`src/rtl/vga_pkg.sv`:
```
// Shared VGA definitions: pixel-source modes, colour-bar table, timing helpers.
package vga_pkg;

  typedef enum logic [1:0] {
    PIX_EXT   = 2'd0,
    PIX_BARS  = 2'd1,
    PIX_CHECK = 2'd2,
    PIX_SOLID = 2'd3
  } pix_mode_e;

  // One {r,g,b} on/off triple per bar, bar 0 at the left edge:
  // white, yellow, cyan, green, magenta, red, blue, black.
  localparam logic [7:0][2:0] BAR_TABLE = {
    3'b000, 3'b001, 3'b100, 3'b101, 3'b010, 3'b011, 3'b110, 3'b111
  };

  // Total clocks per line (or lines per frame) from the four timing segments.
  function automatic int unsigned vga_total(input int unsigned active,
                                            input int unsigned fp,
                                            input int unsigned sync,
                                            input int unsigned bp);
    return active + fp + sync + bp;
  endfunction

  // Bits needed to index 0..n-1, never less than one.
  function automatic int unsigned cnt_width(input int unsigned n);
    return (n > 32'd1) ? $clog2(n) : 32'd1;
  endfunction

endpackage

```
`src/rtl/vga_timing.sv`:
```
// Horizontal/vertical raster counters with visible-area and sync decode.
// All decoded outputs are combinational from the counter state and are
// forced idle while the block is not running (en low or in reset).
module vga_timing
  import vga_pkg::*;
#(
  parameter int unsigned H_ACTIVE = 32'd800,
  parameter int unsigned H_FP     = 32'd40,
  parameter int unsigned H_SYNC   = 32'd128,
  parameter int unsigned H_BP     = 32'd88,
  parameter int unsigned V_ACTIVE = 32'd600,
  parameter int unsigned V_FP     = 32'd1,
  parameter int unsigned V_SYNC   = 32'd4,
  parameter int unsigned V_BP     = 32'd23,
  localparam int unsigned XW = cnt_width(H_ACTIVE),
  localparam int unsigned YW = cnt_width(V_ACTIVE)
) (
  input  logic          clk,
  input  logic          reset,
  input  logic          en,
  output logic          active,
  output logic [XW-1:0] pix_x,
  output logic [YW-1:0] pix_y,
  output logic          hs_active,
  output logic          vs_active,
  output logic          frame_first
);

  localparam int unsigned H_TOTAL  = vga_total(H_ACTIVE, H_FP, H_SYNC, H_BP);
  localparam int unsigned V_TOTAL  = vga_total(V_ACTIVE, V_FP, V_SYNC, V_BP);
  localparam int unsigned HW       = cnt_width(H_TOTAL);
  localparam int unsigned VW       = cnt_width(V_TOTAL);
  localparam int unsigned HS_START = H_ACTIVE + H_FP;
  localparam int unsigned HS_END   = HS_START + H_SYNC;
  localparam int unsigned VS_START = V_ACTIVE + V_FP;
  localparam int unsigned VS_END   = VS_START + V_SYNC;

  if (H_FP == 32'd0 || H_SYNC == 32'd0 || H_BP == 32'd0 ||
      V_FP == 32'd0 || V_SYNC == 32'd0 || V_BP == 32'd0) begin : g_bad_timing
    $fatal(1, "vga_timing: porch and sync widths must be non-zero");
  end

  logic [HW-1:0] h_cnt_q, h_cnt_d;
  logic [VW-1:0] v_cnt_q, v_cnt_d;
  logic          run_s;
  logic          h_last_s;
  logic          v_last_s;

  // Reset is folded in so the decode is idle while reset is held.
  assign run_s    = en & reset;
  assign h_last_s = (h_cnt_q == HW'(H_TOTAL - 32'd1));
  assign v_last_s = (v_cnt_q == VW'(V_TOTAL - 32'd1));

  // Next counter state: park at 0,0 when stopped, otherwise raster-advance.
  always_comb begin
    h_cnt_d = h_cnt_q;
    v_cnt_d = v_cnt_q;
    if (!run_s) begin
      h_cnt_d = '0;
      v_cnt_d = '0;
    end else if (h_last_s) begin
      h_cnt_d = '0;
      if (v_last_s) begin
        v_cnt_d = '0;
      end else begin
        v_cnt_d = v_cnt_q + VW'(1);
      end
    end else begin
      h_cnt_d = h_cnt_q + HW'(1);
    end
  end

  // Counter registers.
  always_ff @(posedge clk or negedge reset) begin
    if (!reset) begin
      h_cnt_q <= '0;
      v_cnt_q <= '0;
    end else begin
      h_cnt_q <= h_cnt_d;
      v_cnt_q <= v_cnt_d;
    end
  end

  // Visible-area, sync-window and frame-origin decode.
  always_comb begin
    active      = run_s && (32'(h_cnt_q) < H_ACTIVE) && (32'(v_cnt_q) < V_ACTIVE);
    hs_active   = run_s && (32'(h_cnt_q) >= HS_START) && (32'(h_cnt_q) < HS_END);
    vs_active   = run_s && (32'(v_cnt_q) >= VS_START) && (32'(v_cnt_q) < VS_END);
    frame_first = run_s && (h_cnt_q == '0) && (v_cnt_q == '0);
    pix_x       = '0;
    pix_y       = '0;
    if (active) begin
      pix_x = h_cnt_q[XW-1:0];
      pix_y = v_cnt_q[YW-1:0];
    end else begin
      pix_x = '0;
      pix_y = '0;
    end
  end

endmodule

```
`src/rtl/vga_scanout.sv`:
```
// VGA scan-out: raster timing, pixel request, pattern select and a
// two-stage output pipeline. Stage 0 issues the request, stage 1 carries
// the delayed coordinates while the requested pixel arrives, stage 2
// registers every output so syncs, de, colour and frame_start line up.
module vga_scanout
  import vga_pkg::*;
#(
  parameter int unsigned H_ACTIVE = 32'd800,
  parameter int unsigned H_FP     = 32'd40,
  parameter int unsigned H_SYNC   = 32'd128,
  parameter int unsigned H_BP     = 32'd88,
  parameter int unsigned V_ACTIVE = 32'd600,
  parameter int unsigned V_FP     = 32'd1,
  parameter int unsigned V_SYNC   = 32'd4,
  parameter int unsigned V_BP     = 32'd23,
  parameter logic        HS_POL   = 1'b1,
  parameter logic        VS_POL   = 1'b1,
  parameter int unsigned COLOR_W  = 32'd4,
  localparam int unsigned XW    = cnt_width(H_ACTIVE),
  localparam int unsigned YW    = cnt_width(V_ACTIVE),
  localparam int unsigned RGB_W = 32'd3 * COLOR_W
) (
  input  logic               clk,
  input  logic               reset,
  input  logic               en,
  input  logic [1:0]         mode,
  input  logic [RGB_W-1:0]   solid_rgb,
  output logic               req_valid,
  output logic [XW-1:0]      req_x,
  output logic [YW-1:0]      req_y,
  input  logic [RGB_W-1:0]   pix_rgb,
  output logic               hsync,
  output logic               vsync,
  output logic               de,
  output logic [COLOR_W-1:0] red,
  output logic [COLOR_W-1:0] grn,
  output logic [COLOR_W-1:0] blu,
  output logic               frame_start
);

  if (COLOR_W < 32'd1) begin : g_bad_color
    $fatal(1, "vga_scanout: COLOR_W must be at least 1");
  end

  // Stage 0: counters and decode.
  logic          t_active_s;
  logic [XW-1:0] t_x_s;
  logic [YW-1:0] t_y_s;
  logic          t_hs_s;
  logic          t_vs_s;
  logic          t_first_s;

  vga_timing #(
    .H_ACTIVE (H_ACTIVE),
    .H_FP     (H_FP),
    .H_SYNC   (H_SYNC),
    .H_BP     (H_BP),
    .V_ACTIVE (V_ACTIVE),
    .V_FP     (V_FP),
    .V_SYNC   (V_SYNC),
    .V_BP     (V_BP)
  ) u_timing (
    .clk         (clk),
    .reset       (reset),
    .en          (en),
    .active      (t_active_s),
    .pix_x       (t_x_s),
    .pix_y       (t_y_s),
    .hs_active   (t_hs_s),
    .vs_active   (t_vs_s),
    .frame_first (t_first_s)
  );

  assign req_valid = t_active_s;
  assign req_x     = t_x_s;
  assign req_y     = t_y_s;

  // Stage 1 registers: request context delayed to meet the returned pixel.
  logic          s1_valid_q, s1_valid_d;
  logic [XW-1:0] s1_x_q,     s1_x_d;
  logic [YW-1:0] s1_y_q,     s1_y_d;
  logic          s1_hs_q,    s1_hs_d;
  logic          s1_vs_q,    s1_vs_d;
  logic          s1_fs_q,    s1_fs_d;

  // Stage 2 registers: the block outputs.
  logic             de_q,    de_d;
  logic             hsync_q, hsync_d;
  logic             vsync_q, vsync_d;
  logic [RGB_W-1:0] rgb_q,   rgb_d;
  logic             fs_q,    fs_d;

  pix_mode_e        mode_s;
  logic [2:0]       bar_idx_s;
  logic [2:0]       bar_s;
  logic             check_dark_s;
  logic [RGB_W-1:0] pat_rgb_s;

  assign mode_s       = pix_mode_e'(mode);
  // Bar index x*8/H_ACTIVE; x < H_ACTIVE keeps the quotient within 0..7.
  assign bar_idx_s    = 3'((32'(s1_x_q) << 3) / H_ACTIVE);
  assign bar_s        = BAR_TABLE[bar_idx_s];
  // 16x16 checker cells: bit 4 of x xor bit 4 of y.
  assign check_dark_s = (((32'(s1_x_q) ^ 32'(s1_y_q)) & 32'h0000_0010) != 32'h0);

  // Stage 0 -> stage 1 transfer.
  always_comb begin
    s1_valid_d = t_active_s;
    s1_x_d     = t_x_s;
    s1_y_d     = t_y_s;
    s1_hs_d    = t_hs_s;
    s1_vs_d    = t_vs_s;
    s1_fs_d    = t_first_s;
  end

  // Pixel source select on the delayed coordinates; mode is live so a
  // change lands on the very next pixel.
  always_comb begin
    pat_rgb_s = '0;
    case (mode_s)
      PIX_EXT:   pat_rgb_s = pix_rgb;
      PIX_BARS:  pat_rgb_s = {{COLOR_W{bar_s[2]}}, {COLOR_W{bar_s[1]}}, {COLOR_W{bar_s[0]}}};
      PIX_CHECK: pat_rgb_s = check_dark_s ? '0 : '1;
      PIX_SOLID: pat_rgb_s = solid_rgb;
      default:   pat_rgb_s = '0;
    endcase
  end

  // Stage 1 -> stage 2: apply sync polarity and blank colour outside de.
  always_comb begin
    de_d    = s1_valid_q;
    hsync_d = s1_hs_q ? HS_POL : ~HS_POL;
    vsync_d = s1_vs_q ? VS_POL : ~VS_POL;
    fs_d    = s1_fs_q;
    if (s1_valid_q) begin
      rgb_d = pat_rgb_s;
    end else begin
      rgb_d = '0;
    end
  end

  // Pipeline registers; reset leaves syncs at their inactive level.
  always_ff @(posedge clk or negedge reset) begin
    if (!reset) begin
      s1_valid_q <= 1'b0;
      s1_x_q     <= '0;
      s1_y_q     <= '0;
      s1_hs_q    <= 1'b0;
      s1_vs_q    <= 1'b0;
      s1_fs_q    <= 1'b0;
      de_q       <= 1'b0;
      hsync_q    <= ~HS_POL;
      vsync_q    <= ~VS_POL;
      rgb_q      <= '0;
      fs_q       <= 1'b0;
    end else begin
      s1_valid_q <= s1_valid_d;
      s1_x_q     <= s1_x_d;
      s1_y_q     <= s1_y_d;
      s1_hs_q    <= s1_hs_d;
      s1_vs_q    <= s1_vs_d;
      s1_fs_q    <= s1_fs_d;
      de_q       <= de_d;
      hsync_q    <= hsync_d;
      vsync_q    <= vsync_d;
      rgb_q      <= rgb_d;
      fs_q       <= fs_d;
    end
  end

  assign hsync       = hsync_q;
  assign vsync       = vsync_q;
  assign de          = de_q;
  assign red         = rgb_q[3*COLOR_W-1:2*COLOR_W];
  assign grn         = rgb_q[2*COLOR_W-1:COLOR_W];
  assign blu         = rgb_q[COLOR_W-1:0];
  assign frame_start = fs_q;

endmodule

```
`config.mk`:
```
export PLATFORM = sky130hd
export DESIGN_NAME = vga_scanout
export DESIGN_NICKNAME = d
export VERILOG_FILES = /design/src/rtl/vga_pkg.sv /design/src/rtl/vga_timing.sv /design/src/rtl/vga_scanout.sv
export SDC_FILE = /design/constraint.sdc
export NUM_CORES = 1
export LEC_CHECK = 0
export ABC_AREA = 1
export ABC_CLOCK_PERIOD_IN_PS = 3000
export BUFFER_PORTS_ARGS = -buffer_cell sky130_fd_sc_hd__buf_4
export CAP_MARGIN = 10
export CORE_MARGIN = 2
export CORE_UTILIZATION = 55
export CTS_CLUSTER_SIZE = 30
export DETAILED_ROUTE_END_ITERATION = 8
export GPL_TIMING_DRIVEN = 0
export PLACE_DENSITY = 0.79
export SYNTH_ARGS = -nofsm -noshare
export SYNTH_HDL_FRONTEND = slang
export SYNTH_HIERARCHICAL = 1
export SYNTH_SLANG_ARGS = --single-unit
```
`constraint.sdc`:
```
create_clock -name clk -period 3 [get_ports clk]
set_clock_uncertainty 0.2 [all_clocks]
set_input_delay 0.15 -clock clk [delete_from_list [all_inputs] [get_ports clk]]
set_output_delay 0.15 -clock clk [all_outputs]
set_load 0.01 [all_outputs]
```
* Word level (Yosys, flattened, before mapping)
Memory sizes are Yosys's and may differ from the RTL's.
Cells that the tools add are included.
** Storage, ports and cells
- Output and inout bits :: 37
- Logic and storage cells :: 56
- Bits in read-only memories :: 24
- Register bits :: 56
- Memories kept :: 1
** Memory list
- (name not given) :: depth 8, bits a word 3, rd ports 1, clocked after memory_dff 0, write ports 0, line vga_scanout.sv:102 : assign bar_s = BAR_TABLE[bar_idx_s];
** Cells by class
- Order comparisons :: 7
- $add $sub $neg :: 2
- Mux-type cells :: 13
- Eq/ne operators :: 6
- Div/mod/pow operators :: 1
- Reductions and logical operators :: 11
- Bitwise gates (word level) :: 2
** Operator list (number)
- $mux W10 :: 5
- $pmux W12 S4 :: 1
- $div A13 B10 Y32 const B :: 1
- $mux W12 :: 2
- $lt A11 B10 Y1 const B :: 2
- $mux W11 :: 2
- $lt A10 B10 Y1 const B :: 2
- $add A11 B1 Y11 const B :: 1
- $eq A11 B11 Y1 const B :: 1
- $ge A11 B10 Y1 const B :: 1
- $logic_not A11 Y1 :: 1
- $add A10 B1 Y10 const B :: 1
- $eq A10 B10 Y1 const B :: 1
- $ge A10 B10 Y1 const B :: 1
- $logic_not A10 Y1 :: 1
- $logic_and A1 B1 Y1 :: 8
- $xor A5 B5 Y5 :: 1
- $eq A2 B2 Y1 const B :: 2
- $lt A3 B4 Y1 const B :: 1
- $mux W3 :: 1
- $eq A2 B1 Y1 const B :: 1
- $logic_not A2 Y1 :: 1
- $mux W1 :: 2
- $ne A2 B2 Y1 const B :: 1
- $and A1 B1 Y1 :: 1

* Logic depth before layout (Yosys ltp)
Gate-level depths: netlist of the first run.
- Depth in word-level cells :: 5
- Gate-level depth with buffers :: 17
- Mapped depth without buffers :: 17

* By module
Netlist of the first run, hierarchy kept.
** By module, submodules not included
- vga_timing :: sequential area each 525.5 um^2, instances 1, cells an instance 234, area an instance 1712.9 um^2
- vga_scanout :: sequential area each 725.7 um^2, instances 1, cells an instance 177, area an instance 1520.2 um^2

* Least setup slack after synthesis of the first run
Ideal clock, no wire load.
- Kind :: register -> register
- From :: register s1_x_q[6]
- To :: register rgb_q[1]
- Cell stages (with the launch flop) :: 15
- Period minus slack after synthesis :: 2.331 ns
- Library setup time :: 0.073 ns
- Arrival :: 2.057 ns
- Setup slack :: 0.669 ns
- Cell sequence :: dfrtp_1 -> nor2_1 -> a21oi_1 -> ha_1 -> o21ai_2 -> nand4_1 -> nand2_4 -> nand3_4 -> nand2_2 -> nand3_2 -> nand2_2 -> nand2_2 -> nor2_4 -> nand3_4 -> a21oi_2
** Between the ends
- Word-level cells in the longest chain between the ends :: 5
** RTL lines
- start: declaration :: line vga_scanout.sv:80 : logic [XW-1:0] s1_x_q, s1_x_d;
- start signal: assignment :: line vga_scanout.sv:146 : s1_x_q <= '0;
- start signal: assignment :: line vga_scanout.sv:158 : s1_x_q <= s1_x_d;
- $div A13 B10 Y32 :: line vga_scanout.sv:101 : assign bar_idx_s = 3'((32'(s1_x_q) << 3) / H_ACTIVE);
- $mem_v2 Z8 W3
- $mux W3 (not written as such) :: line vga_scanout.sv:102
- $pmux W12 S4 :: line vga_scanout.sv:120 : case (mode_s)
- $mux W12 :: line vga_scanout.sv:135 : if (s1_valid_q) begin
- via rgb_d[1] :: line vga_scanout.sv:90 : logic [RGB_W-1:0] rgb_q, rgb_d;
- end signal: assignment :: line vga_scanout.sv:166 : rgb_q <= rgb_d;
- end: declaration :: line vga_scanout.sv:90
The timed path passes the listed nets, and every way through them passes these cells. The select of a mux whose other input is x is not followed.
A chain may end at the register's enable or synchronous reset.

* Worst setup path in the final report of the first run
- From :: register s1_x_q[6]
- To :: register rgb_q[5]
Same word-level chain as after synthesis.

==> results.json, run 1 <==
{
  "synthCells": 411,
  "rows": 27,
  "drive_gt1_frac": 0.306,
  "nFillCells": 425,
  "grt.total_usage": 0.269,
  "met1Wirelength_mm": 3.54,
  "dp_hpwl_mm": 5.79,
  "grt-ovfl-total": 0,
  "wl_met2_mm": 4.40,
  "synth_seq_area_share": 0.387,
  "antenna_found_initial": 0,
  "worst_pin_slew_ns": 0.490,
  "tns_ns": 0,
  "die_h_um": 80.7,
  "cap_violations": 0,
  "numClockSinks": 50,
  "power.share.switching": 0.231,
  "worst_setup_path_start_kind": "flip-flop",
  "finalHoldViolations": 0,
  "chipWidth_um": 80.7,
  "synthTopCellsByArea": "dfrtp_1 39%, nand2_1 8.2%, nor3_2 6.2%",
  "fmax_ghz": 0.358,
  "cts_setup_buffers": 0,
  "cts-root-buf": "clkbuf_8",
  "cp_num_buf_inv": 2,
  "min_path_type": "in2reg",
  "layout_min_cycle_time_ns": 2.79,
  "pin_count": 66,
  "yosysTopAreaCellShare": 0.387,
  "wl_met3_um": 441,
  "syn_area_sq_mm": 0.00323,
  "maxSlewViolCount": 0,
  "wl_per_cell_um": 14.6,
  "critPathKind": "reg2reg",
  "slew_headroom": 0.673,
  "grt_pass1_wl_mm": 13.6,
  "n_antenna_cell": 0,
  "die_area_sq_mm": 0.00651,
  "drc": 0,
  "outcome": "finished, final reports clean",
  "cts-htree-levels": 2,
  "yosysTopAreaCell": "dfrtp_1",
  "clockBufferDepth": 2,
  "internal_power_mw": 1.11,
  "io_buffers": 65,
  "power_frac_seq": 0.482,
  "crit_start": "s1_x_q[6]$_DFF_PN0_",
  "dp.cells": 548,
  "hp-start": "mode[1]",
  "final_util": 0.751,
  "drt_wl_total_mm": 8.49,
  "fin_nets": 545,
  "cts_tree": "yes",
  "p_sw_mw": 0.334,
  "crit_path_max_fanout": 7,
  "cp-end-kind": "flip-flop",
  "post-place-ws_ns": 0.367,
  "finalWorstSetupSlack_ns": 0.208,
  "cp_common_cell": "a21oi_1",
  "clk_latency_ns": 0.31,
  "dr.pass1.iters": 4,
  "vias": 3126,
  "power.share.clock": 0.390,
  "power.total_mw": 1.44,
  "avgSynthCellArea_sq_um": 7.87,
  "ys_types": 34,
  "area_delta_synth_final_pct": 30.3,
  "grt_max_degree": 52,
  "grt_pass1_vias": 2948,
  "path_delay_family": "compound AO/OA/AOI/OAI gates",
  "arrival_ns": 2.84,
  "fin_crit_sh": 0.931,
  "required_ns": 3.05,
  "ant_nets": 0,
  "coreArea_sq_mm": 0.00561,
  "power.density_mw_per_mm2": 343,
  "synth_nets": 447,
  "r2r-start": "s1_x_q[6]$_DFF_PN0_",
  "slowest_stage": "dlygate4sd3_1",
  "p_leak_nw": 2.04,
  "gp_congestion": 0.907,
  "yosysWarningCount": 6,
  "rsz0062_at_grt": "false",
  "vias_per_cell": 5.37,
  "clkTransAtPathRegs_ns": 0.09,
  "pwr-share-comb": 0.128,
  "setup_viol_count_final": 0,
  "top_layer": "met4",
  "synth-seq-cells": 50,
  "first_iter_violations": 132,
  "start_util": 0.577,
  "cts_made_buffers": 5,
  "instances_no_fill": 582,
  "peakVddDrop_v": 0.000219,
  "worstPathCellList": "nor2_1 -> a21oi_1 -> ha_1 -> o21ai_2 -> nand3_2 -> o21ai_0 -> inv_1 -> a21oi_1 -> dlygate4sd3_1",
  "cp_slowest_stage_delay_ns": 0.56
}
-- stage by stage --
stage	cell area [sq um]	hold WS, ns
finish	4210	0.0855
global route	4210	0.0886
CTS	4210	0.0714
detailed placement	3810	0.0188
global placement	3810	0.0168
floorplan	3230	-0.346
-- path summary, 6_finish.rpt --
check	endpoint	slack (ns)	cells after the start
setup reg to reg	rgb_q[5]$_DFF_PN0_	0.21	9
max in group asynchronous	s1_x_q[2]$_DFF_PN0_	2.11	2
hold reg to reg	hsync$_DFF_PN0_	0.15	0
hold / removal	rgb_q[8]$_DFF_PN0_	0.09	4
setup / recovery	rgb_q[5]$_DFF_PN0_	0.21	9
min in group asynchronous	s1_x_q[8]$_DFF_PN0_	0.14	2
-- synthesized netlist by cell type --
cell type and count:
a21oi_1 24, nand2_1 71, ha_1 7, nor4_1 1
clkinv_2 1, nor2_1 40, dfrtp_1 50, clkbuf_1 3
nand2_2 13, xor2_1 3, nand4_1 10, nand3_1 30
a41oi_1 1, nand3b_1 3, nand3_4 2, nand4_2 1
nand2_4 1, clkbuf_4 1, nor2_4 2, nand3_2 7
inv_2 11, inv_1 47, a21oi_2 6, nor3_2 20
buf_4 2, nor3_1 4, buf_2 1, nor2_2 3
o21ai_0 30, o21ai_2 8, buf_6 4, a21o_1 1
xnor2_1 2, o21ai_1 1
-- sequential cells by signal, summed over array words and instances (netlist names) --
register / flops
de_d: 1
vsync: 1
u_timing/h_cnt_q: 11
rgb_q: 12
s1_vs_q: 1
u_timing/v_cnt_q: 10
hsync: 1
fs_d: 1
s1_x_q: 8
s1_hs_q: 1
de: 1
frame_start: 1
s1_y_q: 1
-- kinds of logic after synthesis --
kind of cell / Yosys count / synth area share
adder cells (fa/ha/maj): 7 / 0.0271
AO/OA/AOI/OAI: 71 / 0.128
buffers and inverters: 70 / 0.0948
XOR/XNOR: 5 / 0.0135
flip-flops: 50 / 0.387
AND/OR/NAND/NOR: 208 / 0.349
-- worst min-delay path, delay by kind of cell --
| kind | cells | cell delay, ns |
|---|---|---|
| compound gates | 1 | 0.09 |
| buf+inv | 1 | 0.11 |
| simple gates | 2 | 0.21 |
-- area by class of cell --
type	count	area, sq um	area share
multi-input cells	291	1680	0.398
flip-flops and latches	50	1250	0.297
repair buffers	91	752	0.178
inverters	59	223	0.0529
well taps	72	90.1	0.0214
plain buffers	11	83.8	0.0199
clock buffers	5	68.8	0.0163
clock inverters	3	68.8	0.0163
-- per-layer routing --
| metal | GRT usage | up-vias |
|---|---|---|
| met1 | 0.338 | 1459 |
| met4 | 0.0695 | 0 |
| met3 | 0.0404 | 13 |
| li1 | - | 1550 |
| met5 | 0 | - |
| met2 | 0.482 | 104 |
-- repair_timing --
item	in CTS	in global routing
endpoints found under the hold margin	66	0
hold buffers	26	0
setup endpoints to repair	0	19
resized for setup	0	1
-- layout by cell type (no fill, tap or decap), types with 2 or more instances in the layout --
master         count
nand3_1           30
a21oi_2            6
nand3b_1           3
nor3_1             4
xor2_1             3
o21ai_0           30
nand3_2            7
nand3_4            2
a21oi_1           24
buf_6              5
nand4_1           10
inv_1             47
nand2_2           13
inv_2             11
nor2_4             2
nand2_1           71
nor3_2            20
bufinv_16          2
buf_4             66
dfrtp_1           50
dlygate4sd3_1     26
ha_1               7
xnor2_1            2
nor2_2             3
nor2_1            40
clkbuf_1           3
o21ai_2            8
clkbuf_8           5
-- power by group through the flow --
stage	registers, mW	clock network, mW	logic (mW)
finish	0.695	0.563	0.185
detailed placement	0.708	0	0.152
CTS	0.695	0.571	0.180
global placement	0.707	0	0.150
floorplan	0.712	0	0.0680
global route	0.697	0.605	0.202
Note: power is estimated with default switching activity, not from simulation.
==> run 2, diff against run 1 <==
--- a/config.mk
+++ b/config.mk
@@ -7,14 +7,14 @@
 export LEC_CHECK = 0
 export ABC_AREA = 1
 export ABC_CLOCK_PERIOD_IN_PS = 3000
-export BUFFER_PORTS_ARGS = -buffer_cell sky130_fd_sc_hd__buf_4
 export CAP_MARGIN = 10
 export CORE_MARGIN = 2
 export CORE_UTILIZATION = 55
 export CTS_CLUSTER_SIZE = 30
 export DETAILED_ROUTE_END_ITERATION = 8
+export DONT_BUFFER_PORTS = 1
 export GPL_TIMING_DRIVEN = 0
-export PLACE_DENSITY = 0.79
+export PLACE_DENSITY = 0.69
 export SYNTH_ARGS = -nofsm -noshare
 export SYNTH_HDL_FRONTEND = slang
 export SYNTH_HIERARCHICAL = 1
==> results.json, run 2 (synthesis results as in run 1) <==
{
  "drive_gt1_frac": 0.204,
  "slowest_stage": "dlygate4sd3_1",
  "rr_worst_depth": 9,
  "grtUsageMet3": 0.0584,
  "cts_made_buffers": 5,
  "grt_use_met1": 0.312,
  "grt_pass1_vias": 2804,
  "cts_setup_buffers": 0,
  "vias": 2932,
  "area_delta_synth_final_pct": 16.4,
  "worst_pin_slew_ns": 0.492,
  "required_ns": 3.05,
  "cts_tree": "yes",
  "io_buffers": 0,
  "drt_wl_total_mm": 7.87,
  "cp_slowest_stage_delay_ns": 0.58,
  "cp_num_buf_inv": 2,
  "largest_reg_flops": 12,
  "rsz0062_at_grt": "false",
  "power_frac_seq": 0.561,
  "finalHoldViolations": 0,
  "die_area_sq_mm": 0.00651,
  "holdWs_ns": 0.0118,
  "cp_common_cell": "a21oi_1",
  "worst_setup_path_start_kind": "flip-flop",
  "power.share.switching": 0.267,
  "coreArea_sq_mm": 0.00561,
  "mostFrequentLayoutCells": "71 x nand2_1, 50 x dfrtp_1, 47 x inv_1",
  "grt_max_degree": 52,
  "first_iter_violations": 161,
  "crit_path_max_fanout": 7,
  "maxSlewViolCount": 0,
  "dr.pass1.iters": 4,
  "critPathKind": "reg2reg",
  "p_leak_nw": 1.72,
  "gp_congestion": 0.955,
  "min_path_type": "in2reg",
  "peakVddDrop_v": 0.000197,
  "die_h_um": 80.7,
  "cts-htree-levels": 2,
  "power.total_mw": 1.25,
  "worstPathCellList": "nor2_1 -> a21oi_1 -> ha_1 -> o21ai_4 -> nand3_2 -> o21ai_0 -> inv_1 -> a21oi_1 -> dlygate4sd3_1",
  "setup_viol_count_final": 0,
  "fin_nets": 486,
  "cap_violations": 0,
  "outcome": "finished, final reports clean",
  "reg2reg_to": "rgb_q[4]$_DFF_PN0_",
  "cp-end-kind": "flip-flop",
  "post-place-ws_ns": 0.404,
  "pin_count": 66,
  "min_to": "rgb_q[8]$_DFF_PN0_",
  "tns_ns": 0,
  "cts-root-buf": "clkbuf_8",
  "vias_per_cell": 5.61,
  "wl_per_cell_um": 15.0,
  "hold_path_depth": 4,
  "chipWidth_um": 80.7,
  "internal_power_mw": 0.916,
  "fmax_ghz": 0.364,
  "rows": 27,
  "pwr-share-comb": 0.113,
  "placed_area_sq_mm": 0.00332,
  "power.density_mw_per_mm2": 332,
  "drc": 0,
  "grt-ovfl-total": 0,
  "finalWorstSetupSlack_ns": 0.249,
  "ant_nets": 0,
  "p_sw_mw": 0.333,
  "clockBufferDepth": 2,
  "power.share.clock": 0.326,
  "arrival_ns": 2.80,
  "numClockSinks": 50,
  "hp-start": "mode[0]",
  "n_antenna_cell": 0,
  "dp_hpwl_mm": 5.53,
  "stdcell_area_sq_mm": 0.00376,
  "r2r-start": "s1_x_q[6]$_DFF_PN0_",
  "final_common_cell": "nand2_1",
  "top_register": "rgb_q",
  "grt_pass1_wl_mm": 12.9,
  "fin_crit_sh": 0.917,
  "clk_latency_ns": 0.31,
  "antenna_found_initial": 0,
  "grt_use_met2": 0.446,
  "reg_top3": "rgb_q x12, u_timing/h_cnt_q x11, u_timing/v_cnt_q x10",
  "start_util": 0.577,
  "top_usage_layer": "met2",
  "clkTransAtPathRegs_ns": 0.11,
  "ff2ff_setup_slack_ns": 0.25,
  "path_delay_family": "compound AO/OA/AOI/OAI gates",
  "grt.total_usage": 0.256,
  "layout_min_cycle_time_ns": 2.75,
  "slew_headroom": 0.669
}
## run 2: cell count changes in the layout (fill, tap and decap cells not counted)
cell           before  now
buf_6               5    4
o21ai_4             0    1
dlygate4sd3_1      26   31
buf_16              0    1
o21ai_2             8    7
buf_4              66    2
inv_6               0    1
bufinv_16           2    0
clkinvlp_4          0    1
## run 2: worst max-delay path by stage
stage | from | end | cells past startpoint
4_1_cts | s1_x_q[6]$_DFF_PN0_ | rgb_q[4]$_DFF_PN0_ | 9
3_3_place_gp | s1_x_q[6]$_DFF_PN0_ | rgb_q[0]$_DFF_PN0_ | 14
3_5_place_dp | s1_x_q[6]$_DFF_PN0_ | rgb_q[2]$_DFF_PN0_ | 14
6_report | s1_x_q[6]$_DFF_PN0_ | rgb_q[4]$_DFF_PN0_ | 9
5_1_grt | s1_x_q[6]$_DFF_PN0_ | rgb_q[4]$_DFF_PN0_ | 9
2_1_floorplan | s1_x_q[6]$_DFF_PN0_ | rgb_q[1]$_DFF_PN0_ | 14
## run 2: per-layer routing
layer	share of wire	up-vias	wire length [um]
met2	0.49	115	3890
met4	0.016	0	128
li1	-	1424	-
met3	0.075	16	589
met5	0	-	0
met1	0.41	1377	3260
## run 2: repair_timing
item | in CTS | in global routing
setup endpoints to repair | 0 | 1
hold buffers | 32 | 0
gates resized for setup | 0 | 1
endpoints found under the hold margin | 68 | 0
## run 2: power by group through the flow
stage	registers (mW)	clock network, mW	logic [mW]
after floorplan	0.712	0	0.0680
after global placement	0.714	0	0.0837
after detailed placement	0.715	0	0.0860
after CTS	0.701	0.417	0.138
after global routing	0.704	0.451	0.156
final	0.701	0.408	0.141
## run 2: worst register-to-register path, stage by stage (launching register included)
cell,delay (ns)
dfrtp_1,0.42
nor2_1,0.14
a21oi_1,0.08
ha_1,0.31
o21ai_4,0.22
nand3_2,0.20
o21ai_0,0.24
inv_1,0.13
a21oi_1,0.19
dlygate4sd3_1,0.58
## run 2: layout make-up
type	instances	area (sq um)
plain buffers	11	83.8
clock buffers	5	68.8
clock inverters	3	25.0
fillers	473	1850
inverters	59	223
multi-input cells	291	1680
flip-flops and latches	50	1250
well taps	72	90.1
repair buffers	32	338
## run 2: per-stage QoR
stage           util  cells
6_report       0.671    523
5_1_grt        0.671    523
4_1_cts        0.670    523
3_5_place_dp   0.593    483
3_3_place_gp   0.593    483
2_1_floorplan      -    411
